<file path="src/rtl/wb_pkg.sv">
// Shared types and constants for the writeback arbiter: the buffered result
// entry and the round-robin source selector.
package wb_pkg;

    localparam int XLEN  = 64;
    localparam int REG_W = 5;

    typedef struct packed {
        logic [REG_W-1:0] rd;
        logic [XLEN-1:0]  data;
    } wb_entry_t;

    typedef enum logic {
        WB_SRC_MEM = 1'b0,
        WB_SRC_ALU = 1'b1
    } wb_src_e;

endpackage

</file>
<file path="src/rtl/wb_fifo.sv">
// Small circular FIFO of writeback entries. Ready is registered (not full) and
// every slot is exposed with a valid bit so the parent can build busy_mask.
module wb_fifo
    import wb_pkg::*;
#(
    parameter int DEPTH = 2
) (
    input  logic                   clk,
    input  logic                   reset,
    input  logic                   push,
    input  wb_entry_t              push_entry,
    input  logic                   pop,
    output wb_entry_t              head,
    output logic                   empty,
    output logic                   ready,
    output wb_entry_t [DEPTH-1:0]  entries,
    output logic [DEPTH-1:0]       entry_valid
);

    localparam int PW = $clog2(DEPTH);

    logic [PW-1:0]         wr_ptr_q, wr_ptr_d;
    logic [PW-1:0]         rd_ptr_q, rd_ptr_d;
    logic [PW:0]           count_q, count_d;
    logic                  ready_q, ready_d;
    wb_entry_t [DEPTH-1:0] mem_q, mem_d;

    // Next-state for storage, pointers, occupancy and the registered ready.
    always_comb begin
        mem_d    = mem_q;
        wr_ptr_d = wr_ptr_q;
        rd_ptr_d = rd_ptr_q;
        count_d  = count_q;
        if (push) begin
            mem_d[wr_ptr_q] = push_entry;
            wr_ptr_d        = wr_ptr_q + PW'(1);
        end else begin
            wr_ptr_d = wr_ptr_q;
        end
        if (pop) begin
            rd_ptr_d = rd_ptr_q + PW'(1);
        end else begin
            rd_ptr_d = rd_ptr_q;
        end
        case ({push, pop})
            2'b10:   count_d = count_q + (PW+1)'(1);
            2'b01:   count_d = count_q - (PW+1)'(1);
            default: count_d = count_q;
        endcase
        ready_d = (count_d != (PW+1)'(DEPTH));
    end

    // State registers; ready is forced low for as long as reset is held.
    always_ff @(posedge clk) begin
        if (reset) begin
            mem_q    <= '0;
            wr_ptr_q <= '0;
            rd_ptr_q <= '0;
            count_q  <= '0;
            ready_q  <= 1'b0;
        end else begin
            mem_q    <= mem_d;
            wr_ptr_q <= wr_ptr_d;
            rd_ptr_q <= rd_ptr_d;
            count_q  <= count_d;
            ready_q  <= ready_d;
        end
    end

    // A slot is live when its distance from the read pointer is below occupancy.
    always_comb begin
        entry_valid = '0;
        for (int i = 0; i < DEPTH; i++) begin
            entry_valid[i] = ({1'b0, PW'(i) - rd_ptr_q} < count_q);
        end
    end

    assign head    = mem_q[rd_ptr_q];
    assign empty   = (count_q == (PW+1)'(0));
    assign ready   = ready_q;
    assign entries = mem_q;

endmodule

</file>
<file path="src/rtl/writeback_arbiter.sv">
// Drives the single register-file write port from the ALU and load-return
// paths, buffering each in a small FIFO and arbitrating round-robin on conflict.
module writeback_arbiter
    import wb_pkg::*;
#(
    parameter int XLEN  = 64,
    parameter int NREG  = 32,
    parameter int DEPTH = 2
) (
    input  logic             clk,
    input  logic             reset,
    input  logic             alu_valid,
    output logic             alu_ready,
    input  logic [REG_W-1:0] alu_rd,
    input  logic [XLEN-1:0]  alu_data,
    input  logic             mem_valid,
    output logic             mem_ready,
    input  logic [REG_W-1:0] mem_rd,
    input  logic [XLEN-1:0]  mem_data,
    output logic             write,
    output logic [REG_W-1:0] reg_addr,
    output logic [XLEN-1:0]  reg_data,
    output logic [NREG-1:0]  busy_mask
);

    logic                  alu_push, mem_push;
    logic                  grant_alu, grant_mem;
    logic                  alu_empty, mem_empty;
    wb_entry_t             alu_head, mem_head;
    wb_entry_t [DEPTH-1:0] alu_entries, mem_entries;
    logic [DEPTH-1:0]      alu_vld, mem_vld;

    wb_src_e               ptr_q, ptr_d;
    logic                  write_q, write_d;
    logic [REG_W-1:0]      reg_addr_q, reg_addr_d;
    logic [XLEN-1:0]       reg_data_q, reg_data_d;
    logic [NREG-1:0]       busy_d;

    // Writes to x0 complete the handshake but are dropped here.
    assign alu_push = alu_valid && alu_ready && (alu_rd != REG_W'(0));
    assign mem_push = mem_valid && mem_ready && (mem_rd != REG_W'(0));

    wb_fifo #(.DEPTH(DEPTH)) u_alu_fifo (
        .clk         (clk),
        .reset       (reset),
        .push        (alu_push),
        .push_entry  ('{rd: alu_rd, data: alu_data}),
        .pop         (grant_alu),
        .head        (alu_head),
        .empty       (alu_empty),
        .ready       (alu_ready),
        .entries     (alu_entries),
        .entry_valid (alu_vld)
    );

    wb_fifo #(.DEPTH(DEPTH)) u_mem_fifo (
        .clk         (clk),
        .reset       (reset),
        .push        (mem_push),
        .push_entry  ('{rd: mem_rd, data: mem_data}),
        .pop         (grant_mem),
        .head        (mem_head),
        .empty       (mem_empty),
        .ready       (mem_ready),
        .entries     (mem_entries),
        .entry_valid (mem_vld)
    );

    // Grant selection; the pointer only advances when both heads compete.
    always_comb begin
        grant_alu = 1'b0;
        grant_mem = 1'b0;
        ptr_d     = ptr_q;
        case ({!alu_empty, !mem_empty})
            2'b10: grant_alu = 1'b1;
            2'b01: grant_mem = 1'b1;
            2'b11: begin
                if (ptr_q == WB_SRC_MEM) begin
                    grant_mem = 1'b1;
                    ptr_d     = WB_SRC_ALU;
                end else begin
                    grant_alu = 1'b1;
                    ptr_d     = WB_SRC_MEM;
                end
            end
            default: ptr_d = ptr_q;
        endcase
    end

    // Output port next-state; address and data hold when nothing is granted.
    always_comb begin
        write_d    = grant_alu || grant_mem;
        reg_addr_d = reg_addr_q;
        reg_data_d = reg_data_q;
        if (grant_mem) begin
            reg_addr_d = mem_head.rd;
            reg_data_d = mem_head.data;
        end else if (grant_alu) begin
            reg_addr_d = alu_head.rd;
            reg_data_d = alu_head.data;
        end else begin
            reg_addr_d = reg_addr_q;
            reg_data_d = reg_data_q;
        end
    end

    // Output port and round-robin pointer registers.
    always_ff @(posedge clk) begin
        if (reset) begin
            write_q    <= 1'b0;
            reg_addr_q <= '0;
            reg_data_q <= '0;
            ptr_q      <= WB_SRC_MEM;
        end else begin
            write_q    <= write_d;
            reg_addr_q <= reg_addr_d;
            reg_data_q <= reg_data_d;
            ptr_q      <= ptr_d;
        end
    end

    // Pending-write mask over both FIFOs plus the write currently on the port.
    always_comb begin
        busy_d = '0;
        for (int i = 0; i < DEPTH; i++) begin
            busy_d[alu_entries[i].rd] = busy_d[alu_entries[i].rd] | alu_vld[i];
            busy_d[mem_entries[i].rd] = busy_d[mem_entries[i].rd] | mem_vld[i];
        end
        busy_d[reg_addr_q] = busy_d[reg_addr_q] | write_q;
    end

    assign write     = write_q;
    assign reg_addr  = reg_addr_q;
    assign reg_data  = reg_data_q;
    assign busy_mask = busy_d;

endmodule

</file>
<file path="config.mk">
export PLATFORM = sky130hd
export DESIGN_NAME = writeback_arbiter
export DESIGN_NICKNAME = d
export VERILOG_FILES = /design/src/rtl/wb_pkg.sv /design/src/rtl/wb_fifo.sv /design/src/rtl/writeback_arbiter.sv
export SDC_FILE = /design/constraint.sdc
export NUM_CORES = 1
export LEC_CHECK = 0
export CAP_MARGIN = 30
export CORE_MARGIN = 5
export CORE_UTILIZATION = 45
export CTS_BUF_LIST = sky130_fd_sc_hd__clkbuf_8
export CTS_CLUSTER_SIZE = 16
export DETAILED_ROUTE_END_ITERATION = 7
export PLACE_DENSITY = 0.68
export SLEW_MARGIN = 20
export SYNTH_ARGS = -nofsm -noshare
export SYNTH_HDL_FRONTEND = slang
export SYNTH_SLANG_ARGS = --single-unit
</file>
<file path="constraint.sdc">
create_clock -name clk -period 15.4 [get_ports clk]
set_clock_uncertainty 0.05 [all_clocks]
set_input_delay 3.08 -clock clk [delete_from_list [all_inputs] [get_ports clk]]
set_output_delay 3.08 -clock clk [all_outputs]
set_load 0.01 [all_outputs]
</file>
# Yosys cells after proc, flatten, opt, wreduce, memory -nomap -nowiden
# Memories as Yosys holds them, arrays and structs flattened. A register that Yosys moved wholly into a read port is not among the register bits.
# Index checks and enable logic that the tools add are counted.
# word_totals
register_bits	357
n_memories	1
output_inout_bits	104
romBits	32
# classes
n_addsub	12
n_eq_ne	9
n_bitwise	6
reduce_logical	19
n_mux	45
order_cmp	20
# mem_list
memory	depth	word_bits	rd	rd_clocked_by_memory_dff	write_ports	line_no	text
(no name shown)	32	1	1	1	0	writeback_arbiter.sv:126	busy_d[alu_entries[i].rd] = busy_d[alu_entries[i].rd] | alu_vld[i];
# op_table
operator	n
$mux W69	6
$bwmux W138	2
$demux W69 S1	2
$bwmux W32	4
$mux W64	2
$and A32 B32 Y32	1
$lt A5 B6 Y1 const B	5
$demux W1 S5	5
$ge A5 B1 Y1 const B	5
$bmux W1 S5	4
$mux W5	4
$mux W1	12
$logic_and A1 B1 Y1	11
$reduce_bool A5 Y1	2
$eq A2 B2 Y1 const B	4
$lt A1 B2 Y1	4
$lt A1 B2 Y1 const B	4
$pmux W2 S2	2
$eq A2 B1 Y1 const B	3
$or A1 B1 Y1	5
$add A1 B1 Y1 const B	4
$add A2 B1 Y2 const B	2
$logic_not A2 Y1	2
$ne A2 B2 Y1 const B	2
other kinds (7)	14

# Longest topological paths before layout
# depth
ltp_word	21
ltp_mapped	21
depth_no_buf	15

# Modules after synthesis
# Synthesis repeated with hierarchy kept, for this count alone.
# unflattened
hier_cells	2568
area_unflattened_um2	19553.8
# by_module_without_submodules
module	n_inst	cells_each	area_per_inst_um2
wb_fifo	2	707	5798.1
writeback_arbiter	1	1154	7957.6

# Worst setup path after synthesis
# No wires, ideal clock.
# synth_timing
path_type	reg2out
from	reg u_mem_fifo.count_q[0]
to	out busy_mask[15]
path_stages_with_launch	21
path_slack_ps	7782
t_required_ps	12270
n_path_buf	5
t_arrival_ps	4488
cell_sequence	dfxtp_1 > buf_2 > nor2b_4 > buf_6 > o21ai_1 > o32a_1 > a2bb2oi_2 > o311ai_4 > nor3_4 > a31oi_1 > a2111oi_2 > a31oi_1 > or4b_1 > buf_2 > buf_6 > a21oi_1 > nor2_1 > o32a_1 > nor4_4 > buf_4 > mux2i_1
# synth_between
elab_chain_len	15
elab_cells_between_ends	16
# synth_rtl
element	line_no	text
start, declared	wb_fifo.sv:24	logic [PW:0] count_q, count_d;
start signal, assigned	wb_fifo.sv:65	count_q <= count_d;
$lt A1 B2 Y1	wb_fifo.sv:74	entry_valid[i] = ({1'b0, PW'(i) - rd_ptr_q} < count_q);
$or A1 B1 Y1	writeback_arbiter.sv:127	busy_d[mem_entries[i].rd] = busy_d[mem_entries[i].rd] | mem_vld[i];
$bwmux W32	writeback_arbiter.sv:127	
$bmux W1 S5	writeback_arbiter.sv:126	
$mux W1 (not written as such)	writeback_arbiter.sv:126	
$or A1 B1 Y1	writeback_arbiter.sv:126	
$bwmux W32	writeback_arbiter.sv:126	
$bmux W1 S5	writeback_arbiter.sv:127	
$mux W1 (not written as such)	writeback_arbiter.sv:127	
$or A1 B1 Y1	writeback_arbiter.sv:127	
$bwmux W32 *	writeback_arbiter.sv:127	
$bmux W1 S5	writeback_arbiter.sv:129	busy_d[reg_addr_q] = busy_d[reg_addr_q] | write_q;
$mux W1 (not written as such)	writeback_arbiter.sv:129	
$or A1 B1 Y1	writeback_arbiter.sv:129	
$bwmux W32 *	writeback_arbiter.sv:129	
end, declared	writeback_arbiter.sv:23	output logic [NREG-1:0] busy_mask
# Mark *: on every way between the ends. The rest lies on a longest branch, timed or not. The select of a mux whose other input is x is not followed.

# Worst setup path in the final report
# layout_timing
from	reg u_alu_fifo.rd_ptr_q
to	out busy_mask[22]
# layout_between
elab_chain_len	20
elab_cells_between_ends	22
# layout_rtl
element	line_no	text
start, declared	wb_fifo.sv:23	logic [PW-1:0] rd_ptr_q, rd_ptr_d;
start signal, assigned	wb_fifo.sv:64	rd_ptr_q <= rd_ptr_d;
$sub A1 B1 Y1	wb_fifo.sv:74	
$lt A1 B2 Y1	wb_fifo.sv:74	
$or A1 B1 Y1	writeback_arbiter.sv:126	
$and A32 B32 Y32 (no line)	-	
$bmux W1 S5	writeback_arbiter.sv:127	
$mux W1 (not written as such)	writeback_arbiter.sv:127	
$or A1 B1 Y1	writeback_arbiter.sv:127	
$bwmux W32	writeback_arbiter.sv:127	
[... 4 more ...]	-	
$bmux W1 S5	writeback_arbiter.sv:127	
$mux W1 (not written as such)	writeback_arbiter.sv:127	
$or A1 B1 Y1	writeback_arbiter.sv:127	
$bwmux W32 *	writeback_arbiter.sv:127	
$bmux W1 S5	writeback_arbiter.sv:129	
$mux W1 (not written as such)	writeback_arbiter.sv:129	
$or A1 B1 Y1	writeback_arbiter.sv:129	
$bwmux W32 *	writeback_arbiter.sv:129	
# Marks and branches as above.

==> flow_metrics.py <==
metrics = {
    "place": {
        "dpl_cell_area_mm2": 0.0206,
        "hpwl_um": 46900,
        "gp_congestion": 0.942,
        "portBuffers": 245,
    },
    "setup_path": {
        "crit_family": "simple AND/OR/NAND/NOR gates",
        "path_class": "register to output port",
        "crit_buf_inv": 2,
        "crit_fanout": 37,
        "slowest_stage": "dfxtp_4",
        "required_ps": 12270,
        "startpoint_type": "register",
        "critPathMaxStageDelay_ps": 740,
        "rrSetupSlack_ps": 12370,
        "path_cells": "nor2b_4, o211ai_2, o22ai_1, a22oi_1, nand3_1, nor3_4, nand3_2, a221oi_2, nand2_2, nor4b_2, o41ai_1, a2111oi_0, nand4bb_1, nor4_4, buf_4, o21ai_0, clkdlybuf4s50_1",
        "cp_data_arrival_time_ps": 8170,
        "cp-end-kind": "output port",
    },
    "synthesis": {
        "yosysUniqueCellTypes": 90,
        "synth_cells": 2415,
        "synth-edff-count": 0,
        "yosysSeqAreaShare_pct": 39.7,
        "synth-warning-count": 0,
        "synth_flop_cell": "dfxtp_1",
        "syn_area_mm2": 0.0180,
        "ys_ff_latch": 357,
        "synthArstFlopShare_pct": 0,
        "synth_fp_nets": 2559,
        "synth_top_area_cell": "dfxtp_1",
        "ys_top_cells_by_area": "dfxtp_1, nand2_1, a21oi_1",
        "synth_top_area_share_pct": 39.7,
        "synth_area_per_cell_um2": 7.45,
    },
    "power": {
        "pwr-share-comb_pct": 36.4,
        "p_leak_uw": 0.00729,
        "p_sw_uw": 1230,
        "power_switching_share_pct": 40.0,
        "power_frac_clock_pct": 26.9,
        "peakVddDrop_mv": 0.121,
        "powerDensity_mw_per_mm2": 141,
        "pwr-share-seq_pct": 36.7,
        "p_int_uw": 1850,
    },
    "clock_network": {
        "clockBufferDepth": 3,
        "cts_inserted_buffers": 58,
        "cts_setup_buffers": 0,
        "holdBufCountCts": 0,
        "cts.sinks": 357,
        "root_buffer": "clkbuf_8",
        "htree_num_levels": 2,
        "clk_pin_slew_ps": 60,
        "cts_tree": "yes",
        "clock_latency_ps": 660,
        "ctsResizeCount": 0,
    },
    "grt": {
        "grt_max_degree": 188,
        "grt_usage_pct": 29.9,
        "grt_use_met1_pct": 38.4,
        "grt_overflow": 0,
        "grt_pass1_vias": 18000,
        "antenna_found_initial": 11,
        "grtUsageMet3_pct": 5.80,
        "grtUsageMet2_pct": 50.8,
        "grt_busiest_layer": "met2",
        "grt_first_pass_wirelength_um": 105000,
    },
    "routing": {
        "wirelength_um": 69000,
        "first_pass_iters": 6,
        "post_drt_wl_per_cell_um": 22.1,
        "drcViolationCount": 0,
        "viasPerCell": 5.85,
        "drt-initial-drc-count": 1643,
        "vias": 18300,
        "ant_nets": 0,
    },
    "sta": {
        "fin_crit_sh_pct": 73.4,
        "finalMaxSlewViolations": 0,
        "worstMarginPinSlew_ps": 994,
        "relSlewSlack_pct": 33.7,
        "rsz0062_at_grt": "false",
        "hold_viol_final": 0,
        "setup_viol": 0,
        "fin_tns_setup_ps": 0,
        "fmax_mhz": 88.5,
        "period_minus_slack_ps": 11300,
    },
    "layout": {
        "final_area_mm2": 0.0218,
        "final_cell_mix": "nand2_1, a21oi_1, dfxtp_1",
        "layout-drive-gt1-share_pct": 6.24,
        "final_common_cell": "nand2_1",
        "syn2layout_area_growth_pct": 21.3,
        "nNetsFinal": 2694,
    },
    "worst_hold_path": {
        "hp-class": "register to register",
    },
    "die": {
        "initial_core_util_pct": 45.4,
        "ioPinCount": 246,
        "coreArea_mm2": 0.0396,
        "die_h_um": 210,
        "die_area_mm2": 0.0441,
        "die_w_um": 210,
        "rows": 73,
    },
    "status": {
        "status": "complete, no violations",
    },
    "job": {
        "cap_violations": 0,
    },
}
==> cells in the mapped netlist (all sizes together), types with 5 or more instances <==
master	number
nand2	638
xor2	7
inv	11
and2	11
a211oi	34
or2	10
o221ai	9
buf	47
and3b	5
dfxtp	357
o22ai	79
nor3	33
clkbuf	155
nor2b	23
o21ai	50
nand3b	14
mux2i	144
and3	5
a221oi	6
xnor2	8
nand2b	16
nor3b	7
o211ai	22
or3b	6
a21oi	393
a31oi	20
nand4	6
nor2	175
nand3	27
a22oi	10
o2111ai	10
==> power groups by stage <==
stage                     clock [uW]  sequential, uW  combinational [uW]
after floorplan                    0            1090                 766
after global placement             0            1140                1090
after detailed placement           0            1150                1110
after CTS                        844            1130                1110
after global routing             888            1140                1210
final                            828            1130                1120
==> logic make-up after synthesis <==
logic type | count (synthesis) | synth area share (%)
DFF | 357 | 39.7
xor gates and xnor gates | 15 | 0.730
muxes | 145 | 8.13
AOI/OAI and AO/OA | 690 | 22.9
adders and majority gates | 2 | 0.139
buffers and inverters | 215 | 4.88
and+or+nand+nor | 991 | 23.5
==> sequential cells by signal (all words and copies together) (netlist names) <==
signal and cells:
ptr_q 1, reg_addr 5, u_mem_fifo.count_q 2, u_mem_fifo.rd_ptr_q 1, u_alu_fifo.rd_ptr_q 1, u_mem_fifo.entries 138
u_mem_fifo.ready 1, u_alu_fifo.ready 1, u_alu_fifo.count_q 2, write 1, u_alu_fifo.wr_ptr_q 1, u_alu_fifo.entries 138
reg_data 64, u_mem_fifo.wr_ptr_q 1
==> metrics by stage <==
stage / setup slack, ps / instances / hold WS [ps] / power (uW) / utilization [%]
after floorplan: 7780 / 2415 / 382 / 1850 / -
after global placement: 4790 / 3011 / 388 / 2230 / 51.8
after detailed placement: 4920 / 3013 / 395 / 2250 / 51.9
after CTS: 4190 / 3118 / 403 / 3080 / 54.9
after global routing: 3560 / 3127 / 418 / 3240 / 55.1
final: 4100 / 3129 / 403 / 3080 / 55.1
==> routing by layer <==
metal	share of wire, %	wire length, um
met2	48	33300
met4	3.2	2230
met5	0.059	41
met3	6.8	4720
met1	42	28700
==> area by class of cell <==
cell class,count,area (um^2)
inverter,13,48.8
timing repair buffer,277,2750
fill,3817,17800
tap,525,657
sequential,357,7150
antenna,9,22.5
clock inverter,34,203
multi-input combinational,1843,10000
clock buffer,71,977
==> worst register-to-register path: cells and delay by family (launching register included) <==
kind,cells,cell delay (ps)
AND/OR/NAND/NOR,2,700
buffers and inverters,1,680
adder cells (fa/ha/maj),1,680
flip-flops,1,560
AO/OA/AOI/OAI,2,290
==> worst paths after layout <==
path                                 from                 endpoint  cells past startpoint
setup / recovery      u_alu_fifo.rd_ptr_q            busy_mask[22]                     17
hold reg to reg   u_mem_fifo.entries[108]  u_mem_fifo.entries[108]                      2
setup reg to reg    u_mem_fifo.count_q[1]    u_mem_fifo.count_q[1]                      6
hold / removal    u_mem_fifo.entries[108]  u_mem_fifo.entries[108]                      2
No activity file was read; power rests on OpenSTA's default activity.
